<file path="config.mk">
export PLATFORM = sky130hd
export DESIGN_NAME = bcd_score_accumulator_flat
export DESIGN_NICKNAME = d
export VERILOG_FILES = /design/src/rtl/bcd_score_accumulator_if.sv /design/src/rtl/bcd_score_accumulator.sv /design/src/flat_wrapper.sv
export SDC_FILE = /design/constraint.sdc
export NUM_CORES = 1
export LEC_CHECK = 0
export ABC_AREA = 1
export CELL_PAD_IN_SITES_DETAIL_PLACEMENT = 1
export CELL_PAD_IN_SITES_GLOBAL_PLACEMENT = 2
export CORE_MARGIN = 2
export CORE_UTILIZATION = 38
export CTS_BUF_LIST = sky130_fd_sc_hd__clkbuf_4
export CTS_CLUSTER_DIAMETER = 120
export DETAILED_ROUTE_END_ITERATION = 10
export DONT_BUFFER_PORTS = 1
export GPL_ROUTABILITY_DRIVEN = 0
export PLACE_DENSITY = 0.91
export SLEW_MARGIN = 20
export SYNTH_ARGS = -nofsm -noshare
export SYNTH_HDL_FRONTEND = slang
export SYNTH_SLANG_ARGS = --single-unit
export TNS_END_PERCENT = 30
</file>
<file path="constraint.sdc">
create_clock -name INPUTCLOCK -period 3.78 [get_ports INPUTCLOCK]
set_clock_uncertainty 0.15 [all_clocks]
set_input_delay 0 -clock INPUTCLOCK [delete_from_list [all_inputs] [get_ports INPUTCLOCK]]
set_output_delay 0 -clock INPUTCLOCK [all_outputs]
set_load 0.1 [all_outputs]
</file>
<file path="src/rtl/bcd_score_accumulator_if.sv">
// Score accumulator bus: point events from game logic in, packed-BCD score state out.
// master = game logic / display side, slave = the accumulator.
interface bcd_score_accumulator_if #(
    parameter int unsigned DIGITS = 4
);
    logic                  clear;
    logic                  add_valid;
    logic [3:0]            add_value;
    logic                  add_ready;
    logic                  busy;
    logic [4*DIGITS-1:0]   score_bcd;
    logic [4*DIGITS-1:0]   high_bcd;
    logic                  overflow;
    logic                  new_high;

    modport master (
        output clear, add_valid, add_value,
        input  add_ready, busy, score_bcd, high_bcd, overflow, new_high
    );

    modport slave (
        input  clear, add_valid, add_value,
        output add_ready, busy, score_bcd, high_bcd, overflow, new_high
    );
endinterface

</file>
<file path="src/rtl/bcd_score_accumulator.sv">
// Packed-BCD score accumulator: adds 0-9 points one digit per clock, with saturate/wrap
// overflow handling and an optional high-score register.
module bcd_score_accumulator #(
    parameter int unsigned DIGITS        = 4,
    parameter bit          SATURATE      = 1'b1,
    parameter bit          HIGH_SCORE_EN = 1'b1
) (
    input  logic                    INPUTCLOCK,
    input  logic                    reset_n,
    bcd_score_accumulator_if.slave  bus
);
    localparam int unsigned       W        = 4 * DIGITS;
    localparam int unsigned       IdxW     = (DIGITS > 1) ? $clog2(DIGITS) : 1;
    localparam logic [IdxW-1:0]   LastIdx  = IdxW'(DIGITS - 1);
    localparam logic [W-1:0]      AllNines = {DIGITS{4'h9}};

    typedef enum logic [1:0] {StIdle, StAdd, StCmp} state_e;

    state_e          state_q;
    logic [W-1:0]    work_q;
    logic [3:0]      operand_q;
    logic            carry_q;
    logic [IdxW-1:0] idx_q;
    logic [W-1:0]    score_q;
    logic [W-1:0]    high_q;
    logic            overflow_q;
    logic            new_high_q;

    logic [3:0]      add_clamped;
    logic [3:0]      cur_digit;
    logic [3:0]      digit_operand;
    logic [4:0]      sum;
    logic [4:0]      diff;
    logic [3:0]      new_digit;
    logic            new_carry;
    logic [W-1:0]    work_d;
    int unsigned     base;

    assign add_clamped = (bus.add_value > 4'd9) ? 4'd9 : bus.add_value;

    // Single-digit BCD adder working on the digit selected by idx_q.
    always_comb begin
        base          = 4 * int'(idx_q);
        cur_digit     = work_q[base +: 4];
        digit_operand = (idx_q == '0) ? operand_q : 4'd0;
        sum           = {1'b0, cur_digit} + {1'b0, digit_operand} + {4'b0000, carry_q};
        diff          = sum - 5'd10;
        if (sum > 5'd9) begin
            new_digit = diff[3:0];
            new_carry = 1'b1;
        end else begin
            new_digit = sum[3:0];
            new_carry = 1'b0;
        end
        work_d              = work_q;
        work_d[base +: 4]   = new_digit;
    end

    always_ff @(posedge INPUTCLOCK) begin
        if (!reset_n) begin
            state_q    <= StIdle;
            work_q     <= '0;
            operand_q  <= '0;
            carry_q    <= 1'b0;
            idx_q      <= '0;
            score_q    <= '0;
            high_q     <= '0;
            overflow_q <= 1'b0;
            new_high_q <= 1'b0;
        end else begin
            new_high_q <= 1'b0;
            if (bus.clear) begin
                // Clear also aborts an in-flight add without touching the high score.
                state_q    <= StIdle;
                score_q    <= '0;
                overflow_q <= 1'b0;
            end else begin
                unique case (state_q)
                    StIdle: begin
                        if (bus.add_valid) begin
                            operand_q <= add_clamped;
                            work_q    <= score_q;
                            carry_q   <= 1'b0;
                            idx_q     <= '0;
                            state_q   <= StAdd;
                        end
                    end
                    StAdd: begin
                        work_q  <= work_d;
                        carry_q <= new_carry;
                        idx_q   <= idx_q + IdxW'(1);
                        if (idx_q == LastIdx) begin
                            state_q <= StCmp;
                            if (new_carry) begin
                                overflow_q <= 1'b1;
                                score_q    <= SATURATE ? AllNines : work_d;
                            end else begin
                                score_q    <= work_d;
                            end
                        end
                    end
                    StCmp: begin
                        state_q <= StIdle;
                        if (HIGH_SCORE_EN && (score_q > high_q)) begin
                            high_q     <= score_q;
                            new_high_q <= 1'b1;
                        end
                    end
                    default: state_q <= StIdle;
                endcase
            end
        end
    end

    assign bus.add_ready = (state_q == StIdle) && !bus.clear;
    assign bus.busy      = (state_q != StIdle);
    assign bus.score_bcd = score_q;
    assign bus.high_bcd  = HIGH_SCORE_EN ? high_q : '0;
    assign bus.overflow  = overflow_q;
    assign bus.new_high  = HIGH_SCORE_EN ? new_high_q : 1'b0;
endmodule
</file>
<file path="src/flat_wrapper.sv">
// flat-port wrapper written by rule: the top's interface ports become plain ports
module bcd_score_accumulator_flat 
#(
    parameter int unsigned DIGITS        = 4,
    parameter bit          SATURATE      = 1'b1,
    parameter bit          HIGH_SCORE_EN = 1'b1
)
  (INPUTCLOCK, reset_n, bus_clear, bus_add_valid, bus_add_value, bus_add_ready, bus_busy, bus_score_bcd, bus_high_bcd, bus_overflow, bus_new_high);
  bcd_score_accumulator_if #(.DIGITS(DIGITS)) bus_i ();
  input  logic INPUTCLOCK;
  input  logic reset_n;
  input wire logic [$bits(bus_i.clear)-1:0] bus_clear;
  input wire logic [$bits(bus_i.add_valid)-1:0] bus_add_valid;
  input wire logic [$bits(bus_i.add_value)-1:0] bus_add_value;
  output wire logic [$bits(bus_i.add_ready)-1:0] bus_add_ready;
  output wire logic [$bits(bus_i.busy)-1:0] bus_busy;
  output wire logic [$bits(bus_i.score_bcd)-1:0] bus_score_bcd;
  output wire logic [$bits(bus_i.high_bcd)-1:0] bus_high_bcd;
  output wire logic [$bits(bus_i.overflow)-1:0] bus_overflow;
  output wire logic [$bits(bus_i.new_high)-1:0] bus_new_high;
  assign bus_i.clear = bus_clear;
  assign bus_i.add_valid = bus_add_valid;
  assign bus_i.add_value = bus_add_value;
  assign bus_add_ready = bus_i.add_ready;
  assign bus_busy = bus_i.busy;
  assign bus_score_bcd = bus_i.score_bcd;
  assign bus_high_bcd = bus_i.high_bcd;
  assign bus_overflow = bus_i.overflow;
  assign bus_new_high = bus_i.new_high;
  bcd_score_accumulator #(.DIGITS(DIGITS), .SATURATE(SATURATE), .HIGH_SCORE_EN(HIGH_SCORE_EN)) u_core (.INPUTCLOCK(INPUTCLOCK), .reset_n(reset_n), .bus(bus_i));
endmodule
</file>
# Word level (Yosys, flattened, before mapping)
# Index checks and enable logic that the tools add are counted.
# totals
elab_cells	58
reg_bits	59
# op_classes
eq_ne	5
order_cmp	3
bitwise_logic	3
n_mux	16
n_reduce_logical	14
shifts	3
n_addsub	5
# ops
op	count
negator 4 -> 34 bit	1
variable shift 4 x 34 -> 16 bit (first input constant)	1
variable part select 4 x 34 -> 16 bit	1
two-way mux 16 bit	2
one-hot mux 16 bit (2 select lines)	1
bitwise mux 16 bit	1
> comparator 16 bit	1
variable part select 16 x 5 -> 4 bit	1
two-way mux 4 bit	3
AND reduction 3 bit	4
one-hot mux 2 bit (2 select lines)	2
two-way mux 2 bit	3
adder 4 x 4 -> 5 bit	1
adder 5 x 1 -> 5 bit	1
> comparator 5 x 4 -> 1 bit (second input constant)	1
equality test 2 bit (second input constant)	2
> comparator 4 bit (second input constant)	1
logical NOT 2 bit	2
AND reduction 2 bit	2
nonzero test 2 bit	2
subtractor 4 bit (second input constant)	1
two-way mux 1 bit	3
inverter 1 bit	3
OR reduction 3 bit	1
other kinds (8)	8

# Logic depth before layout (Yosys ltp)
# depth
ltp_word	9
mapped_depth	23
ltp_nobuf	21

# Worst setup path after synthesis
# No wires, ideal clock.
# synth_path
path_type	reg2reg
from	register u_core.idx_q[0]
to	register u_core.work_q[10]
required_time_ps	3496
stages_incl_launch_ff	23
n_path_buf	1
setup_ps	134
t_arrival_ps	3050
setup_slack_ps	446
path_cell_list	dfxtp_1 buf_2 clkinv_1 ha_1 nand2_1 fa_1 inv_1 fa_1 inv_1 nand2_1 nand2_1 inv_1 ha_1 inv_1 nand3_4 nand2_4 nand2_4 nand2_2 nand2_4 nand3_1 nand2_1 o21ai_1 a21oi_1
# synth_via
elab_chain_len	9
# synth_lines
element	line	source
start, declared	bcd_score_accumulator.sv:23	logic [IdxW-1:0] idx_q;
start signal, assigned	bcd_score_accumulator.sv:91	idx_q <= idx_q + IdxW'(1);
parallel branches: the longest is 7 deep, another holds adder 4 x 4 -> 5 bit	-	
bitwise mux 16 bit *	bcd_score_accumulator.sv:56	work_d[base +: 4] = new_digit;
one-hot mux 16 bit (2 select lines) *	bcd_score_accumulator.sv:78	unique case (state_q)
end signal, assigned	bcd_score_accumulator.sv:82	work_q <= score_q;
end signal, assigned	bcd_score_accumulator.sv:89	work_q <= work_d;
end, declared	bcd_score_accumulator.sv:20	logic [W-1:0] work_q;
# Mark *: on every way between the ends.
# A chain may end at the register's enable or synchronous reset.

# Final worst setup path
# layout_path
from	register u_core.idx_q[1]
to	register u_core.score_q[15] (netlist: u_core.bus.score_bcd[15])
# layout_via
elab_chain_len	9
# layout_lines
element	line	source
parallel branches: the longest is 9 deep, another holds adder 4 x 4 -> 5 bit	-	
end signal, assigned	bcd_score_accumulator.sv:96	score_q <= SATURATE ? AllNines : work_d;
end signal, assigned	bcd_score_accumulator.sv:98	score_q <= work_d;
end, declared	bcd_score_accumulator.sv:24	logic [W-1:0] score_q;
# Parallel ways; which one is timed is not known.

==> flow_results.org <==
** Global routing
- Via count of the first global-routing pass :: 3706
- Maximum number of pins on one net before global-route repair :: 40
- Number of antenna violations at the first check in global routing :: 0
- Global-route wire length before repair :: 18930 um
- Grt total ovfl :: 0
- GRT Total Usage :: 23.44%

** Synth
- The Yosys step of the flow raised 0 warnings.
- Summed over all instances, the cell type with the most area after synthesis is sky130_fd_sc_hd__dfxtp_1.
- Synthesized flop and latch total :: 59
- Cells after synthesis :: 489
- Among all flip-flop cells after synthesis, the most frequent one is sky130_fd_sc_hd__dfxtp_1.
- Top post-synthesis cells by area :: sky130_fd_sc_hd__dfxtp_1 33%, sky130_fd_sc_hd__nand2_1 11%, sky130_fd_sc_hd__ha_1 8.7%, sky130_fd_sc_hd__a21oi_1 7.5%, sky130_fd_sc_hd__inv_1 6.4%
- Mapped Avg Cell Area :: 7.346 um2
- For this run, asynchronously set or reset flops after synthesis account for 0%.
- Cell area after synthesis :: 0.003592 mm2
- Counting every net in the synthesized netlist gives 524.
- Number of synthesized flops with an enable pin :: 0
- Area share of the leading cell type in the synthesized netlist :: 32.88%
- Number of distinct library cells after synthesis :: 41
- Sequential-to-total area share from yosys stat :: 32.88%

** Die
- Area of the die :: 0.01025 mm2
- Floorplan die width :: 101.2 um
- Starting utilization of the core area :: 39.06%
- Die H :: 101.2 um
- Ports :: 44
- Core area :: 0.009196 mm2
- The floorplan has 35 rows.

** Critical path
- Maximum fanout encountered on the critical timing path :: 11
- The worst register-to-register path ends at u_core.bus.score_bcd[15].
- CP Capture Type :: flip-flop
- Counting cells, the worst reg-to-reg path comes to 17.
- STA classifies the critical path startpoint as a flip-flop.
- Required time of the critical path :: 3.95 ns
- The worst register-to-register path begins at u_core.idx_q[1].
- Crit path kind :: flip-flop to flip-flop
- Critical path arrival :: 3.62 ns
- Reg-to-reg slack, setup :: 0.33 ns

** Power and ir drop
- Proportion of power drawn by the clock network :: 32.0%
- Static leakage :: 0.001752 uW
- Of the total power, registers draw 53.3%.
- Dividing total power by cell area gives a power density of 287.1 mW/mm2.
- Of the total power, the share spent switching nets is 32.19%.
- In this run the power spent charging and discharging nets is 385.0 uW.
- Per report_power, the combinational group accounts for 14.6% of the total.
- Int Pwr :: 810.9 uW
- Across the VDD grid, the largest voltage drop is 132.4 uV.

** Timing
- At the pin with the least slew margin, the transition time is 1.032 ns.
- The max-slew violation count was 0.
- Slew HR :: 31.08%
- Total negative slack for setup checks :: 0 ns
- The smallest clock period supported by the final layout is computed as 3.452 ns.
- Final hold vios :: 0
- On the final layout, the worst hold slack is 0.1844 ns.
- Unrepaired setup endpoints after global routing :: false
- Final setup violating endpoints :: 0
- Timing would allow up to 289.7 MHz.
- Of the available clock period, the critical path in the final layout requires 91.32%.

** Hold path
- Hold worst-path end :: u_core.idx_q[0]
- Along the worst hold path, the cell count comes to 3.
- In this run the most critical hold path is launched from reset_n.
- Tightest Hold Check Type :: input pin to flip-flop

** Routing
- After detailed routing, the number of remaining DRC violations is 0.
- Once detail routing completed, the nets flagged for antenna violations numbered 0.
- For this block, the routed nets add up to 11460 um of wire.
- The detailed router finished its first iteration with 118 violations.
- Detailed-routing iteration count for the pre-antenna-repair pass :: 4
- Wirelength per Cell :: 17.61 um
- Via density per instance :: 5.336
- Via count :: 3474

** CTS
- TritonCTS created 9 clock buffers.
- Root buf cell :: sky130_fd_sc_hd__clkbuf_4
- Clock transition at path regs :: 0.11 ns
- Clock tree from TritonCTS :: yes
- Clock insertion delay at the later pin of the skew report :: 0.42 ns
- Clock Path Buffers :: 2
- Post-CTS timing repair inserted 0 buffers for setup.
- Number of clock sinks seen by CTS :: 59
- The H-tree generated during clock tree synthesis spans 3 levels.

** Final layout
- Layout Area Growth over Synthesis :: 15.95%
- Number of nets in the final layout :: 571
- The number of antenna diodes in the final layout is 0.
- Share of layout cells above drive strength 1 :: 17.96%

** Run
- Max-cap viol count :: 0

** Placement
- Count of buffers inserted at the top-level ports :: 0
- Detailed placement finished with a half-perimeter wire length of 8672 um.

** Run status
- Result of the run :: completed
## sequential cells by signal, indices dropped and copies added (netlist names)
signal	flops
u_core.idx_q	2
u_core.carry_q	1
u_core.bus.score_bcd	16
u_core.bus.high_bcd	16
u_core.work_q	16
u_core.operand_q	4
u_core.state_q	2
u_core.bus.overflow	1
u_core.bus.new_high	1
## how the worst max path moves through the flow
stage	startpoint	slack, ns	cells after the start	endpoint
floorplan	u_core.idx_q[0]	0.45	22	u_core.work_q[10]
global placement	u_core.idx_q[1]	0.52	21	u_core.work_q[10]
detailed placement	u_core.idx_q[1]	0.31	17	u_core.bus.score_bcd[15]
CTS	u_core.idx_q[1]	0.29	21	u_core.work_q[2]
global route	u_core.idx_q[1]	0.007	20	u_core.bus.score_bcd[15]
finish	u_core.idx_q[1]	0.33	17	u_core.bus.score_bcd[15]
## cells by family (layout without fill, tap and decap cells)
logic type / Yosys count / after routing / share of synthesized area, %
buffers and inverters: 84 / 135 / 9.788
flip-flops: 59 / 59 / 32.88
adder cells (fa/ha/maj): 27 / 27 / 9.822
AO/OA/AOI/OAI: 107 / 107 / 18.70
AND/OR/NAND/NOR: 212 / 212 / 28.80
## cell type report
| type | count | area (um2) |
|---|---|---|
| Clock inverter | 6 | 33.78 |
| Clock buffer | 9 | 67.56 |
| Timing Repair Buffer | 52 | 425.4 |
| Sequential cell | 59 | 1182 |
| Inverter | 68 | 255.2 |
| Tap cell | 111 | 138.9 |
| Multi-Input combinational cell | 346 | 2062 |
| Fill cell | 1173 | 5031 |
## repair_timing
| action | in CTS | in global routing |
|---|---|---|
| hold buffers | 14 | 0 |
| resized for setup | 0 | 1 |
| endpoints found under the setup margin | 0 | 7 |
| endpoints found under the hold margin | 55 | 0 |
## power by group through the flow
stage	clock network (uW)	logic, uW	registers [uW]
floorplan	0	126	649
global placement	0	154	651
detailed placement	0	160	651
CTS	389	172	637
global route	419	194	639
finish	383	175	638
## stage by stage
stage               utilization [%]  power, uW  setup slack [ns]  cell area, um2  instances
floorplan                         -      774.5            0.4461            3592        489
global placement              42.65      805.3            0.5151            3923        622
detailed placement            42.65      811.4            0.3139            3923        622
CTS                           45.28       1199            0.2895            4164        651
global route                  45.29       1252          0.006749            4165        651
finish                        45.29       1196            0.3279            4165        651
## worst max-delay path, cell delays in order, from the launching register on
cell and delay [ns]:
sky130_fd_sc_hd__dfxtp_2 0.38, sky130_fd_sc_hd__inv_1 0.16, sky130_fd_sc_hd__ha_1 0.33, sky130_fd_sc_hd__nand2_1 0.12
sky130_fd_sc_hd__fa_1 0.39, sky130_fd_sc_hd__inv_1 0.11, sky130_fd_sc_hd__fa_1 0.46, sky130_fd_sc_hd__inv_1 0.12
sky130_fd_sc_hd__ha_1 0.23, sky130_fd_sc_hd__inv_1 0.09, sky130_fd_sc_hd__nand3_4 0.10, sky130_fd_sc_hd__nand2_4 0.09
sky130_fd_sc_hd__nand2_4 0.09, sky130_fd_sc_hd__nand2_2 0.10, sky130_fd_sc_hd__inv_2 0.18, sky130_fd_sc_hd__nand3_1 0.11
sky130_fd_sc_hd__o211ai_1 0.09, sky130_fd_sc_hd__inv_1 0.05
## metal layers
metal | wire length [um] | share of wire [%] | up-vias | global-route usage (%)
li1 | - | - | 1710 | -
met1 | 5051 | 44 | 1655 | 27.50
met2 | 5597 | 49 | 87 | 41.62
met3 | 481 | 4.2 | 22 | 4.831
met4 | 332 | 2.9 | 0 | 9.459
met5 | 0 | 0 | - | 0
## placed cells by master (no fill, tap or decap), drive strengths merged
| cell type | n |
|---|---|
| nand2 | 117 |
| inv | 66 |
| dfxtp | 59 |
| a21oi | 57 |
| nor2 | 44 |
| nand3 | 44 |
| buf | 38 |
| ha | 25 |
| o21ai | 24 |
| dlygate4sd3 | 14 |
| clkbuf | 9 |
| clkinv | 6 |
| o221ai | 5 |
| o211ai | 5 |
| o22ai | 4 |
| a221oi | 4 |
| nand4 | 4 |
| nor3 | 3 |
| a211oi | 2 |
| a31oi | 2 |
| fa | 2 |
| clkinvlp | 2 |
| a21o | 1 |
| o2111ai | 1 |
| a311oi | 1 |
| a32o | 1 |
## synthesized netlist by cell type, types with 3 or more instances
| library cell | instances |
|---|---|
| sky130_fd_sc_hd__nand2_1 | 104 |
| sky130_fd_sc_hd__inv_1 | 61 |
| sky130_fd_sc_hd__dfxtp_1 | 59 |
| sky130_fd_sc_hd__a21oi_1 | 54 |
| sky130_fd_sc_hd__nor2_1 | 38 |
| sky130_fd_sc_hd__nand3_1 | 35 |
| sky130_fd_sc_hd__ha_1 | 25 |
| sky130_fd_sc_hd__o21ai_0 | 16 |
| sky130_fd_sc_hd__nand2_2 | 9 |
| sky130_fd_sc_hd__nand3_2 | 7 |
| sky130_fd_sc_hd__o21ai_1 | 7 |
| sky130_fd_sc_hd__buf_2 | 5 |
| sky130_fd_sc_hd__clkbuf_1 | 5 |
| sky130_fd_sc_hd__inv_2 | 5 |
| sky130_fd_sc_hd__o221ai_1 | 5 |
| sky130_fd_sc_hd__a221oi_1 | 4 |
| sky130_fd_sc_hd__nand2_4 | 4 |
| sky130_fd_sc_hd__nor2_2 | 4 |
| sky130_fd_sc_hd__o211ai_1 | 4 |
| sky130_fd_sc_hd__o22ai_1 | 4 |
| sky130_fd_sc_hd__a21oi_2 | 3 |
| sky130_fd_sc_hd__buf_4 | 3 |
No activity file was read; power rests on OpenSTA's default activity.
